## src/rtl/mem_dump_tx.sv

```systemverilog
// mem_dump_tx: streams a window of 32-bit memory words as "%b\n" ASCII lines.
// Defining MEM_DUMP_CRLF_EN ends every line with CR LF instead of a bare LF.
module mem_dump_tx #(
  parameter int ADDR_W = 10
) (
  input  logic              clk1,
  input  logic              rst_n,
  input  logic              start,
  input  logic [ADDR_W-1:0] base_addr,
  input  logic [ADDR_W:0]   word_count,
  output logic              busy,
  output logic              done,
  output logic              mem_rd,
  output logic [ADDR_W-1:0] mem_addr,
  input  logic [31:0]       mem_rdata,
  output logic [7:0]        tx_data,
  output logic              tx_valid,
  input  logic              tx_ready,
  output logic              tx_last
);

  typedef enum logic [2:0] {
    S_IDLE  = 3'd0,
    S_FETCH = 3'd1,
    S_LOAD  = 3'd2,
    S_BITS  = 3'd3,
`ifdef MEM_DUMP_CRLF_EN
    S_CR    = 3'd4,
`endif
    S_LF    = 3'd5,
    S_DONE  = 3'd6
  } state_e;

  localparam logic [ADDR_W:0]   CNT_ZERO = {(ADDR_W+1){1'b0}};
  localparam logic [ADDR_W:0]   CNT_ONE  = {{ADDR_W{1'b0}}, 1'b1};
  localparam logic [ADDR_W-1:0] ADDR_ONE = {{(ADDR_W-1){1'b0}}, 1'b1};

  function automatic logic [7:0] bit_char(input logic b);
    return b ? 8'h31 : 8'h30;
  endfunction

  state_e            state_q, state_d;
  logic [ADDR_W-1:0] addr_q, addr_d;
  logic [ADDR_W:0]   remain_q, remain_d;
  logic [31:0]       shreg_q, shreg_d;
  logic [4:0]        bitcnt_q, bitcnt_d;
  logic              xfer_s;

  logic              busy_q, busy_d;
  logic              done_q, done_d;
  logic              mem_rd_q, mem_rd_d;
  logic [ADDR_W-1:0] mem_addr_q, mem_addr_d;
  logic [7:0]        tx_data_q, tx_data_d;
  logic              tx_valid_q, tx_valid_d;
  logic              tx_last_q, tx_last_d;

  assign xfer_s = tx_valid_q & tx_ready;

  // State register
  always_ff @(posedge clk1) begin
    if (!rst_n) begin
      state_q <= S_IDLE;
    end else begin
      state_q <= state_d;
    end
  end

  // Next-state logic
  always_comb begin
    state_d = state_q;
    case (state_q)
      S_IDLE: begin
        if (start) begin
          if (word_count == CNT_ZERO) state_d = S_DONE;
          else                        state_d = S_FETCH;
        end else begin
          state_d = S_IDLE;
        end
      end
      S_FETCH: state_d = S_LOAD;
      S_LOAD:  state_d = S_BITS;
      S_BITS: begin
        if (xfer_s && bitcnt_q == 5'd0) begin
`ifdef MEM_DUMP_CRLF_EN
          state_d = S_CR;
`else
          state_d = S_LF;
`endif
        end else begin
          state_d = S_BITS;
        end
      end
`ifdef MEM_DUMP_CRLF_EN
      S_CR: begin
        if (xfer_s) state_d = S_LF;
        else        state_d = S_CR;
      end
`endif
      S_LF: begin
        if (xfer_s) begin
          if (remain_q == CNT_ONE) state_d = S_DONE;
          else                     state_d = S_FETCH;
        end else begin
          state_d = S_LF;
        end
      end
      S_DONE:  state_d = S_IDLE;
      default: state_d = S_IDLE;
    endcase
  end

  // Datapath next values: window capture, word load, bit shifting, address walk
  always_comb begin
    addr_d   = addr_q;
    remain_d = remain_q;
    shreg_d  = shreg_q;
    bitcnt_d = bitcnt_q;
    case (state_q)
      S_IDLE: begin
        if (start && word_count != CNT_ZERO) begin
          addr_d   = base_addr;
          remain_d = word_count;
        end else begin
          addr_d   = addr_q;
        end
      end
      S_LOAD: begin
        shreg_d  = mem_rdata;
        bitcnt_d = 5'd31;
      end
      S_BITS: begin
        if (xfer_s) begin
          shreg_d  = {shreg_q[30:0], 1'b0};
          bitcnt_d = bitcnt_q - 5'd1;
        end else begin
          shreg_d  = shreg_q;
        end
      end
      S_LF: begin
        // Address wraps naturally at 2^ADDR_W.
        if (xfer_s) begin
          addr_d   = addr_q + ADDR_ONE;
          remain_d = remain_q - CNT_ONE;
        end else begin
          addr_d   = addr_q;
        end
      end
      default: shreg_d = shreg_q;
    endcase
  end

  // Datapath registers
  always_ff @(posedge clk1) begin
    if (!rst_n) begin
      addr_q   <= {ADDR_W{1'b0}};
      remain_q <= CNT_ZERO;
      shreg_q  <= 32'h0000_0000;
      bitcnt_q <= 5'd0;
    end else begin
      addr_q   <= addr_d;
      remain_q <= remain_d;
      shreg_q  <= shreg_d;
      bitcnt_q <= bitcnt_d;
    end
  end

  // Output decode from the upcoming state so every output leaves a flop
  always_comb begin
    busy_d     = 1'b0;
    done_d     = 1'b0;
    mem_rd_d   = 1'b0;
    mem_addr_d = addr_d;
    tx_valid_d = 1'b0;
    tx_data_d  = 8'h00;
    tx_last_d  = 1'b0;
    case (state_d)
      S_FETCH: begin
        busy_d   = 1'b1;
        mem_rd_d = 1'b1;
      end
      S_LOAD: busy_d = 1'b1;
      S_BITS: begin
        busy_d     = 1'b1;
        tx_valid_d = 1'b1;
        tx_data_d  = bit_char(shreg_d[31]);
      end
`ifdef MEM_DUMP_CRLF_EN
      S_CR: begin
        busy_d     = 1'b1;
        tx_valid_d = 1'b1;
        tx_data_d  = 8'h0D;
      end
`endif
      S_LF: begin
        busy_d     = 1'b1;
        tx_valid_d = 1'b1;
        tx_data_d  = 8'h0A;
        tx_last_d  = (remain_d == CNT_ONE);
      end
      S_DONE:  done_d = 1'b1;
      default: busy_d = 1'b0;
    endcase
  end

  // Output registers
  always_ff @(posedge clk1) begin
    if (!rst_n) begin
      busy_q     <= 1'b0;
      done_q     <= 1'b0;
      mem_rd_q   <= 1'b0;
      mem_addr_q <= {ADDR_W{1'b0}};
      tx_valid_q <= 1'b0;
      tx_data_q  <= 8'h00;
      tx_last_q  <= 1'b0;
    end else begin
      busy_q     <= busy_d;
      done_q     <= done_d;
      mem_rd_q   <= mem_rd_d;
      mem_addr_q <= mem_addr_d;
      tx_valid_q <= tx_valid_d;
      tx_data_q  <= tx_data_d;
      tx_last_q  <= tx_last_d;
    end
  end

  assign busy     = busy_q;
  assign done     = done_q;
  assign mem_rd   = mem_rd_q;
  assign mem_addr = mem_addr_q;
  assign tx_valid = tx_valid_q;
  assign tx_data  = tx_data_q;
  assign tx_last  = tx_last_q;

endmodule

```

## config.mk

```make
export PLATFORM = sky130hd
export DESIGN_NAME = mem_dump_tx
export DESIGN_NICKNAME = d
export VERILOG_FILES = /design/src/rtl/mem_dump_tx.sv
export SDC_FILE = /design/constraint.sdc
export NUM_CORES = 1
export LEC_CHECK = 0
export CAP_MARGIN = 0
export CORE_MARGIN = 4
export CORE_UTILIZATION = 53
export DETAILED_ROUTE_END_ITERATION = 7
export PLACE_DENSITY = 0.89
export SYNTH_ARGS = -nofsm -noshare
export SYNTH_HDL_FRONTEND = slang
export SYNTH_SLANG_ARGS = --single-unit
```

## constraint.sdc

```tcl
create_clock -name clk1 -period 5.4 [get_ports clk1]
set_input_delay 1.62 -clock clk1 [delete_from_list [all_inputs] [get_ports clk1]]
set_output_delay 1.62 -clock clk1 [all_outputs]
set_load 0.01 [all_outputs]
```

==> impl_metrics.xml, run 1 <==
<?xml version="1.0" encoding="UTF-8"?>
<metrics>
  <group name="status">
    <metric name="result_of_the_run" unit="">completed</metric>
  </group>
  <group name="global_route">
    <metric name="grt-ovfl-total" unit="">0</metric>
    <metric name="overall_fraction_of_global_route_tracks_in_use" unit="">0.239</metric>
    <metric name="initial_antenna_violation_count" unit="">0</metric>
    <metric name="maximum_number_of_pins_on_one_net_before_global_route_repair" unit="">34</metric>
    <metric name="grt_pass1_wl" unit="um">14700</metric>
    <metric name="first_global_vias" unit="">3184</metric>
  </group>
  <group name="floorplan">
    <metric name="die_y" unit="um">87.4</metric>
    <metric name="fp-row-count" unit="">28</metric>
    <metric name="die_area" unit="mm2">0.00764</metric>
    <metric name="die_x" unit="um">87.4</metric>
    <metric name="initial_core_util" unit="">0.554</metric>
    <metric name="boundaryPins" unit="">80</metric>
    <metric name="placeableCoreArea" unit="mm2">0.00603</metric>
  </group>
  <group name="sta">
    <metric name="slew_viol_final" unit="">0</metric>
    <metric name="final-setup-viol-count" unit="">0</metric>
    <metric name="timing_worst_slew_pin_value" unit="ps">1070</metric>
    <metric name="max_slew_margin" unit="">0.281</metric>
    <metric name="timing.clock.skew" unit="ps">8.28</metric>
    <metric name="setup_tns" unit="ps">0</metric>
    <metric name="period_share" unit="">0.684</metric>
    <metric name="period_minus_ws_final" unit="ps">3690</metric>
    <metric name="timing_hold_violations_final" unit="">0</metric>
    <metric name="fmax" unit="MHz">271</metric>
    <metric name="rsz0062_at_grt" unit="">false</metric>
    <metric name="setup_ws" unit="ps">1710</metric>
  </group>
  <group name="placed_design">
    <metric name="port_buffers" unit="">76</metric>
    <metric name="postPlaceCellArea" unit="mm2">0.00407</metric>
    <metric name="weighted_congestion_at_the_end_of_routability_driven_global_placement" unit="">0.906</metric>
    <metric name="dpl_worst_slack" unit="ps">1400</metric>
    <metric name="place_inst" unit="">535</metric>
    <metric name="hpwlAfterDp" unit="um">6220</metric>
  </group>
  <group name="setup_path">
    <metric name="reg2reg_setup_slack" unit="ps">2360</metric>
    <metric name="crit_arrival" unit="ps">3950</metric>
    <metric name="cp.required" unit="ps">5660</metric>
    <metric name="crit_path_max_fanout" unit="">15</metric>
    <metric name="timing.setup.critical_path_class" unit="">input port to register</metric>
    <metric name="worstReg2RegStart" unit="">state_q[0]$_SDFF_PN0_</metric>
    <metric name="critPathLaunch" unit="">start</metric>
    <metric name="critical_path_capture_point_type" unit="">register</metric>
    <metric name="worst_setup_start_kind" unit="">input port</metric>
  </group>
  <group name="cells_and_area">
    <metric name="nFillCells" unit="">479</metric>
    <metric name="finalInstanceArea" unit="mm2">0.00426</metric>
    <metric name="drive_gt1_frac" unit="">0.0609</metric>
    <metric name="layout-area-overhead-vs-synth" unit="%">27.5</metric>
    <metric name="multi_input_comb_area" unit="mm2">0.00178</metric>
    <metric name="most_frequent_cells_in_the_layout" unit="">sky130_fd_sc_hd__clkdlybuf4s50_1, sky130_fd_sc_hd__dfxtp_1, sky130_fd_sc_hd__nor2_1, sky130_fd_sc_hd__o21ai_0, sky130_fd_sc_hd__nand2_1</metric>
    <metric name="insertedDiodeCount" unit="">0</metric>
    <metric name="final_cells" unit="">551</metric>
    <metric name="final_nets" unit="">533</metric>
    <metric name="regArea" unit="mm2">0.00138</metric>
    <metric name="layout_commonest_cell" unit="">sky130_fd_sc_hd__clkdlybuf4s50_1</metric>
  </group>
  <group name="synth">
    <metric name="post_synth_inst_count" unit="">410</metric>
    <metric name="post_syn_area" unit="mm2">0.00334</metric>
    <metric name="synth_cell_type_count" unit="">61</metric>
    <metric name="synth_area_per_cell" unit="um2">8.15</metric>
    <metric name="ys_async_sr_fraction" unit="">0</metric>
    <metric name="ys.warnings.count" unit="">0</metric>
    <metric name="synth_top_flop_cell" unit="">sky130_fd_sc_hd__dfxtp_1</metric>
    <metric name="synth_enable_flop_cells" unit="">0</metric>
    <metric name="ys_seq_elements" unit="">69</metric>
    <metric name="synth-seq-area-share" unit="">0.413</metric>
  </group>
  <group name="cts">
    <metric name="cts-buffers-inserted" unit="">9</metric>
    <metric name="cts_hold_repair.buffers" unit="">0</metric>
    <metric name="maximum_buffer_depth_of_the_clock_tree" unit="">2</metric>
    <metric name="ctsResizeCount" unit="">0</metric>
    <metric name="clock-sinks" unit="">69</metric>
    <metric name="clock_network_latency_to_the_later_pin_of_the_worst_skew_pair" unit="ps">350</metric>
    <metric name="cts.root.buffer_cell" unit="">sky130_fd_sc_hd__clkbuf_8</metric>
    <metric name="cts.repair_timing.setup_buffer_count" unit="">0</metric>
    <metric name="clock_tree_from_tritoncts" unit="">built</metric>
    <metric name="clk_pin_slew_worst_paths" unit="ps">80</metric>
    <metric name="h-tree-depth" unit="">3</metric>
  </group>
  <group name="power">
    <metric name="p_leak" unit="nW">1.57</metric>
    <metric name="power.total" unit="mW">1.25</metric>
    <metric name="pwr_density_cell" unit="mW/mm2">293</metric>
    <metric name="vdd_ir_drop_max" unit="mV">0.213</metric>
  </group>
  <group name="drt">
    <metric name="first_pass_iters" unit="">6</metric>
    <metric name="route.antenna.remaining_nets" unit="">0</metric>
    <metric name="detail_route.iter0.violations" unit="">347</metric>
    <metric name="total_routed_length" unit="um">8970</metric>
    <metric name="vias_after_detailed_routing" unit="">3448</metric>
    <metric name="drc" unit="">0</metric>
    <metric name="vias_per_inst" unit="">6.26</metric>
    <metric name="wl_per_cell" unit="um">16.3</metric>
  </group>
  <group name="hold_path">
    <metric name="min_path_type" unit="">register to register</metric>
    <metric name="min-delay-start" unit="">shreg_q[15]$_SDFFE_PN0P_</metric>
  </group>
  <group name="job">
    <metric name="cap_viol_max_count" unit="">0</metric>
  </group>
</metrics>
## cells in the mapped netlist (all sizes together) (2+ instances only)
library cell / number / area, um2
a22o: 4 / 35.0
or4b: 2 / 20.0
o22ai: 25 / 156
and3: 6 / 37.5
nand2b: 2 / 12.5
nor2b: 3 / 18.8
o21ai: 42 / 210
nand4: 6 / 52.6
nor2: 64 / 240
and2: 4 / 25.0
a222oi: 2 / 20.0
inv: 9 / 33.8
a31oi: 3 / 18.8
xor2: 4 / 35.0
a22oi: 10 / 75.1
nor3: 9 / 50.1
o31ai: 3 / 22.5
a221oi: 4 / 41.3
buf: 14 / 91.3
nand3: 11 / 55.1
nand2: 28 / 108
dfxtp: 69 / 1380
nor4: 8 / 75.1
or3: 4 / 25.0
a2bb2oi: 2 / 17.5
clkbuf: 16 / 60.1
ha: 5 / 62.6
a21oi: 27 / 139
## layout make-up
type                    instances  share of cell area
clock inverters                 5              0.0141
clock buffers                  11              0.0309
inverters                       9             0.00793
repair buffers                 78               0.182
multi-input cells             304               0.418
well taps                      75              0.0220
flip-flops and latches         69               0.324
## routing by layer
layer / global-route usage / vias to the layer above / share of wire
met5: 0 / - / 0
met4: 0.0879 / 0 / 0.025
met3: 0.0710 / 28 / 0.096
met2: 0.392 / 184 / 0.48
met1: 0.295 / 1610 / 0.40
li1: - / 1626 / -
## metrics by stage
stage / utilization / hold slack (ps)
after floorplan: - / 432
final: 0.707 / 464
after global placement: 0.675 / 440
after global routing: 0.707 / 475
after detailed placement: 0.675 / 449
after CTS: 0.707 / 462
## registers in the layout, summed over array words and instances, names as in the netlist, 3 cells and up
| register | count |
|---|---|
| bitcnt_q | 5 |
| mem_addr | 10 |
| remain_q | 11 |
| shreg_q | 32 |
| state_q | 3 |
| tx_data | 3 |
## worst paths after layout
kind | cells after the start | endpoint
max | 7 | tx_last$_SDFF_PN0_
min reg2reg | 2 | shreg_q[16]$_SDFFE_PN0P_
max reg2reg | 5 | shreg_q[7]$_SDFFE_PN0P_
min | 2 | shreg_q[16]$_SDFFE_PN0P_
## logic make-up after synthesis
kind of cell,count (synthesis),share of synthesized area
other cells,1,0.00112
xor+xnor,5,0.0131
fa+ha+maj,5,0.0187
compound gates,136,0.259
simple gates,155,0.239
flops,69,0.413
buf+inv,39,0.0554
## worst max-delay path, cell delays in order
cell	delay (ps)
sky130_fd_sc_hd__clkdlybuf4s50_1	530
sky130_fd_sc_hd__nor4b_2	210
sky130_fd_sc_hd__buf_4	240
sky130_fd_sc_hd__o21ai_0	400
sky130_fd_sc_hd__a221oi_1	480
sky130_fd_sc_hd__nand4_1	170
sky130_fd_sc_hd__nor4_2	290
## power by group
part	switching, mW	total (mW)	internal (mW)
sequential	0.0385	0.591	0.552
clock	0.205	0.420	0.215
combinational	0.120	0.238	0.119
Power figures use the tool's default switching activity.
==> run 2, diff against run 1 <==
Settings changed: CORE_UTILIZATION 53 to 45, PLACE_DENSITY 0.89 to 0.8.
Clock period 5.4 ns to 3 ns, I/O delays scaled along.
==> run 2 against run 1 <==
  * Count of clock-buffer cells in the layout did not move
  * Via count decreased by 1.7%
  * Hold slack worse by 7.2 ps
  * Die area is 16% higher
  * Sequential share of layout area shrank 1.3 points
  * First-iteration DRC count fell by 45%
  * Critical path type unchanged
  * Largest cell class unchanged
  * Largest power group unchanged
==> impl_metrics.xml, run 2 (synthesized netlist as in run 1, its figures left out) <==
<?xml version="1.0" encoding="UTF-8"?>
<metrics>
  <group name="drt">
    <metric name="wl_per_cell" unit="um">15.4</metric>
    <metric name="first_pass_iters" unit="">7</metric>
    <metric name="drc" unit="">0</metric>
    <metric name="route.antenna.remaining_nets" unit="">0</metric>
    <metric name="vias_after_detailed_routing" unit="">3389</metric>
    <metric name="vias_per_inst" unit="">5.74</metric>
    <metric name="detail_route.iter0.violations" unit="">190</metric>
    <metric name="total_routed_length" unit="um">9090</metric>
  </group>
  <group name="floorplan">
    <metric name="boundaryPins" unit="">80</metric>
    <metric name="die_area" unit="mm2">0.00887</metric>
    <metric name="fp-row-count" unit="">31</metric>
    <metric name="initial_core_util" unit="">0.461</metric>
    <metric name="die_x" unit="um">94.2</metric>
    <metric name="placeableCoreArea" unit="mm2">0.00725</metric>
    <metric name="die_y" unit="um">94.2</metric>
  </group>
  <group name="placed_design">
    <metric name="weighted_congestion_at_the_end_of_routability_driven_global_placement" unit="">0.936</metric>
    <metric name="port_buffers" unit="">76</metric>
    <metric name="place_inst" unit="">574</metric>
    <metric name="hpwlAfterDp" unit="um">6530</metric>
  </group>
  <group name="setup_path">
    <metric name="crit_path_cell_trace" unit="">clkdlybuf4s50_1 &gt; or4b_1 &gt; nand2_2 &gt; nand2_1 &gt; a222oi_1 &gt; nand4_1 &gt; nor4_2</metric>
    <metric name="worst_setup_start_kind" unit="">input port</metric>
    <metric name="critPathLaunch" unit="">start</metric>
    <metric name="cpPeakStageDelay" unit="ps">520</metric>
    <metric name="cp.required" unit="ps">3250</metric>
    <metric name="critical_path_capture_point_type" unit="">register</metric>
    <metric name="crit_path_max_fanout" unit="">4</metric>
    <metric name="crit_arrival" unit="ps">2950</metric>
    <metric name="timing.setup.critical_path_class" unit="">input port to register</metric>
    <metric name="crit_path_slowest_cell" unit="">sky130_fd_sc_hd__clkdlybuf4s50_1</metric>
    <metric name="worstReg2RegStart" unit="">state_q[0]$_SDFF_PN0_</metric>
  </group>
  <group name="cts">
    <metric name="cts-buffers-inserted" unit="">9</metric>
    <metric name="clock-sinks" unit="">69</metric>
    <metric name="cts.repair_timing.setup_buffer_count" unit="">0</metric>
    <metric name="h-tree-depth" unit="">3</metric>
    <metric name="clock_network_latency_to_the_later_pin_of_the_worst_skew_pair" unit="ps">340</metric>
    <metric name="ctsResizeCount" unit="">0</metric>
    <metric name="cts.root.buffer_cell" unit="">sky130_fd_sc_hd__clkbuf_8</metric>
    <metric name="clk_pin_slew_worst_paths" unit="ps">80</metric>
    <metric name="cts_hold_repair.buffers" unit="">0</metric>
    <metric name="clock_tree_from_tritoncts" unit="">built</metric>
    <metric name="maximum_buffer_depth_of_the_clock_tree" unit="">2</metric>
  </group>
  <group name="cells_and_area">
    <metric name="drive_gt1_frac" unit="">0.0916</metric>
    <metric name="layout-area-overhead-vs-synth" unit="%">32.7</metric>
    <metric name="final_cells" unit="">590</metric>
    <metric name="finish.utilization" unit="">0.611</metric>
    <metric name="layout_commonest_cell" unit="">sky130_fd_sc_hd__clkdlybuf4s50_1</metric>
    <metric name="top_register" unit="">shreg_q</metric>
    <metric name="final_nets" unit="">548</metric>
    <metric name="insertedDiodeCount" unit="">0</metric>
    <metric name="largest_reg_flops" unit="">32</metric>
    <metric name="most_frequent_cells_in_the_layout" unit="">sky130_fd_sc_hd__clkdlybuf4s50_1, sky130_fd_sc_hd__dfxtp_1, sky130_fd_sc_hd__nor2_1, sky130_fd_sc_hd__o21ai_0, sky130_fd_sc_hd__nand2_1</metric>
  </group>
  <group name="global_route">
    <metric name="overall_fraction_of_global_route_tracks_in_use" unit="">0.208</metric>
    <metric name="maximum_number_of_pins_on_one_net_before_global_route_repair" unit="">32</metric>
    <metric name="first_global_vias" unit="">3201</metric>
    <metric name="grt-ovfl-total" unit="">0</metric>
    <metric name="initial_antenna_violation_count" unit="">0</metric>
    <metric name="grt_pass1_wl" unit="um">14900</metric>
  </group>
  <group name="power">
    <metric name="pwr_density_cell" unit="mW/mm2">533</metric>
    <metric name="vdd_ir_drop_max" unit="mV">0.328</metric>
    <metric name="p_switching" unit="mW">0.645</metric>
    <metric name="share_seq_of_total_power" unit="">0.450</metric>
    <metric name="p_leak" unit="nW">1.66</metric>
    <metric name="power_switching_share" unit="">0.273</metric>
    <metric name="power.clock.fraction" unit="">0.359</metric>
    <metric name="internal_power" unit="mW">1.72</metric>
    <metric name="combinationalPowerShare" unit="">0.191</metric>
  </group>
  <group name="sta">
    <metric name="final-setup-viol-count" unit="">0</metric>
    <metric name="final.hold.worst_slack" unit="ps">457</metric>
    <metric name="timing_worst_slew_pin_value" unit="ps">537</metric>
    <metric name="timing.clock.skew" unit="ps">12.5</metric>
    <metric name="period_minus_ws_final" unit="ps">2700</metric>
    <metric name="slew_viol_final" unit="">0</metric>
    <metric name="period_share" unit="">0.899</metric>
    <metric name="max_slew_margin" unit="">0.641</metric>
    <metric name="rsz0062_at_grt" unit="">false</metric>
    <metric name="timing_hold_violations_final" unit="">0</metric>
    <metric name="fmax" unit="MHz">371</metric>
  </group>
  <group name="status">
    <metric name="result_of_the_run" unit="">completed</metric>
  </group>
  <group name="hold_path">
    <metric name="min_path_type" unit="">register to register</metric>
    <metric name="min-delay-start" unit="">shreg_q[16]$_SDFFE_PN0P_</metric>
  </group>
  <group name="job">
    <metric name="cap_viol_max_count" unit="">0</metric>
  </group>
</metrics>
## run 2: cell types whose count changed in the layout (fill, tap and decap cells not counted)
cell / delta
sky130_fd_sc_hd__clkbuf_1: -1
sky130_fd_sc_hd__buf_4: +15
sky130_fd_sc_hd__clkbuf_8: +1
sky130_fd_sc_hd__bufinv_16: +1
sky130_fd_sc_hd__clkinv_4: -1
## run 2: per-layer routing
layer,GRT usage,up-vias,part of all wire
met2,0.356,129,0.49
met5,0,-,0
met3,0.0425,22,0.069
li1,-,1643,-
met1,0.255,1595,0.42
met4,0.0794,0,0.021
## run 2: critical path: cells and delay by family
kind | cells | cell delay [ps]
compound gates | 1 | 340
buf+inv | 1 | 520
simple gates | 5 | 1190
## run 2: cell type report
type	instances	area, um2
multi-input combinational	304	1780
sequential	69	1380
clock inverter	5	81.3
timing repair buffer	93	888
clock buffer	11	141
tap	99	124
inverter	9	33.8
fill	649	2820
## run 2: power by group through the flow
| stage | clock [mW] | sequential [mW] | combinational, mW |
|---|---|---|---|
| finish | 0.848 | 1.06 | 0.452 |
| global placement | 0 | 1.08 | 0.439 |
| global route | 0.899 | 1.07 | 0.500 |
| floorplan | 0 | 1.06 | 0.267 |
| detailed placement | 0 | 1.08 | 0.449 |
| CTS | 0.867 | 1.06 | 0.452 |
## run 2: metrics by stage
stage / power, mW / area [um2] / worst slack, ps / TNS [ps]
2_1_floorplan: 1.33 / 3350 / 700 / 0
3_3_place_gp: 1.52 / 4210 / 34.8 / 0
3_5_place_dp: 1.53 / 4210 / -37.0 / -37.0
4_1_cts: 2.38 / 4430 / 325 / 0
5_1_grt: 2.47 / 4430 / 119 / 0
6_report: 2.36 / 4430 / 304 / 0
## run 2: path summary, 6_finish.rpt
kind / depth (start not counted) / end / slack, ps
worst min-delay path: 2 / shreg_q[17]$_SDFFE_PN0P_ / 460
worst max register to register: 7 / mem_addr[6]$_SDFFE_PN0P_ / 730
worst min register to register: 2 / shreg_q[17]$_SDFFE_PN0P_ / 460
worst max-delay path: 7 / tx_last$_SDFF_PN0_ / 300
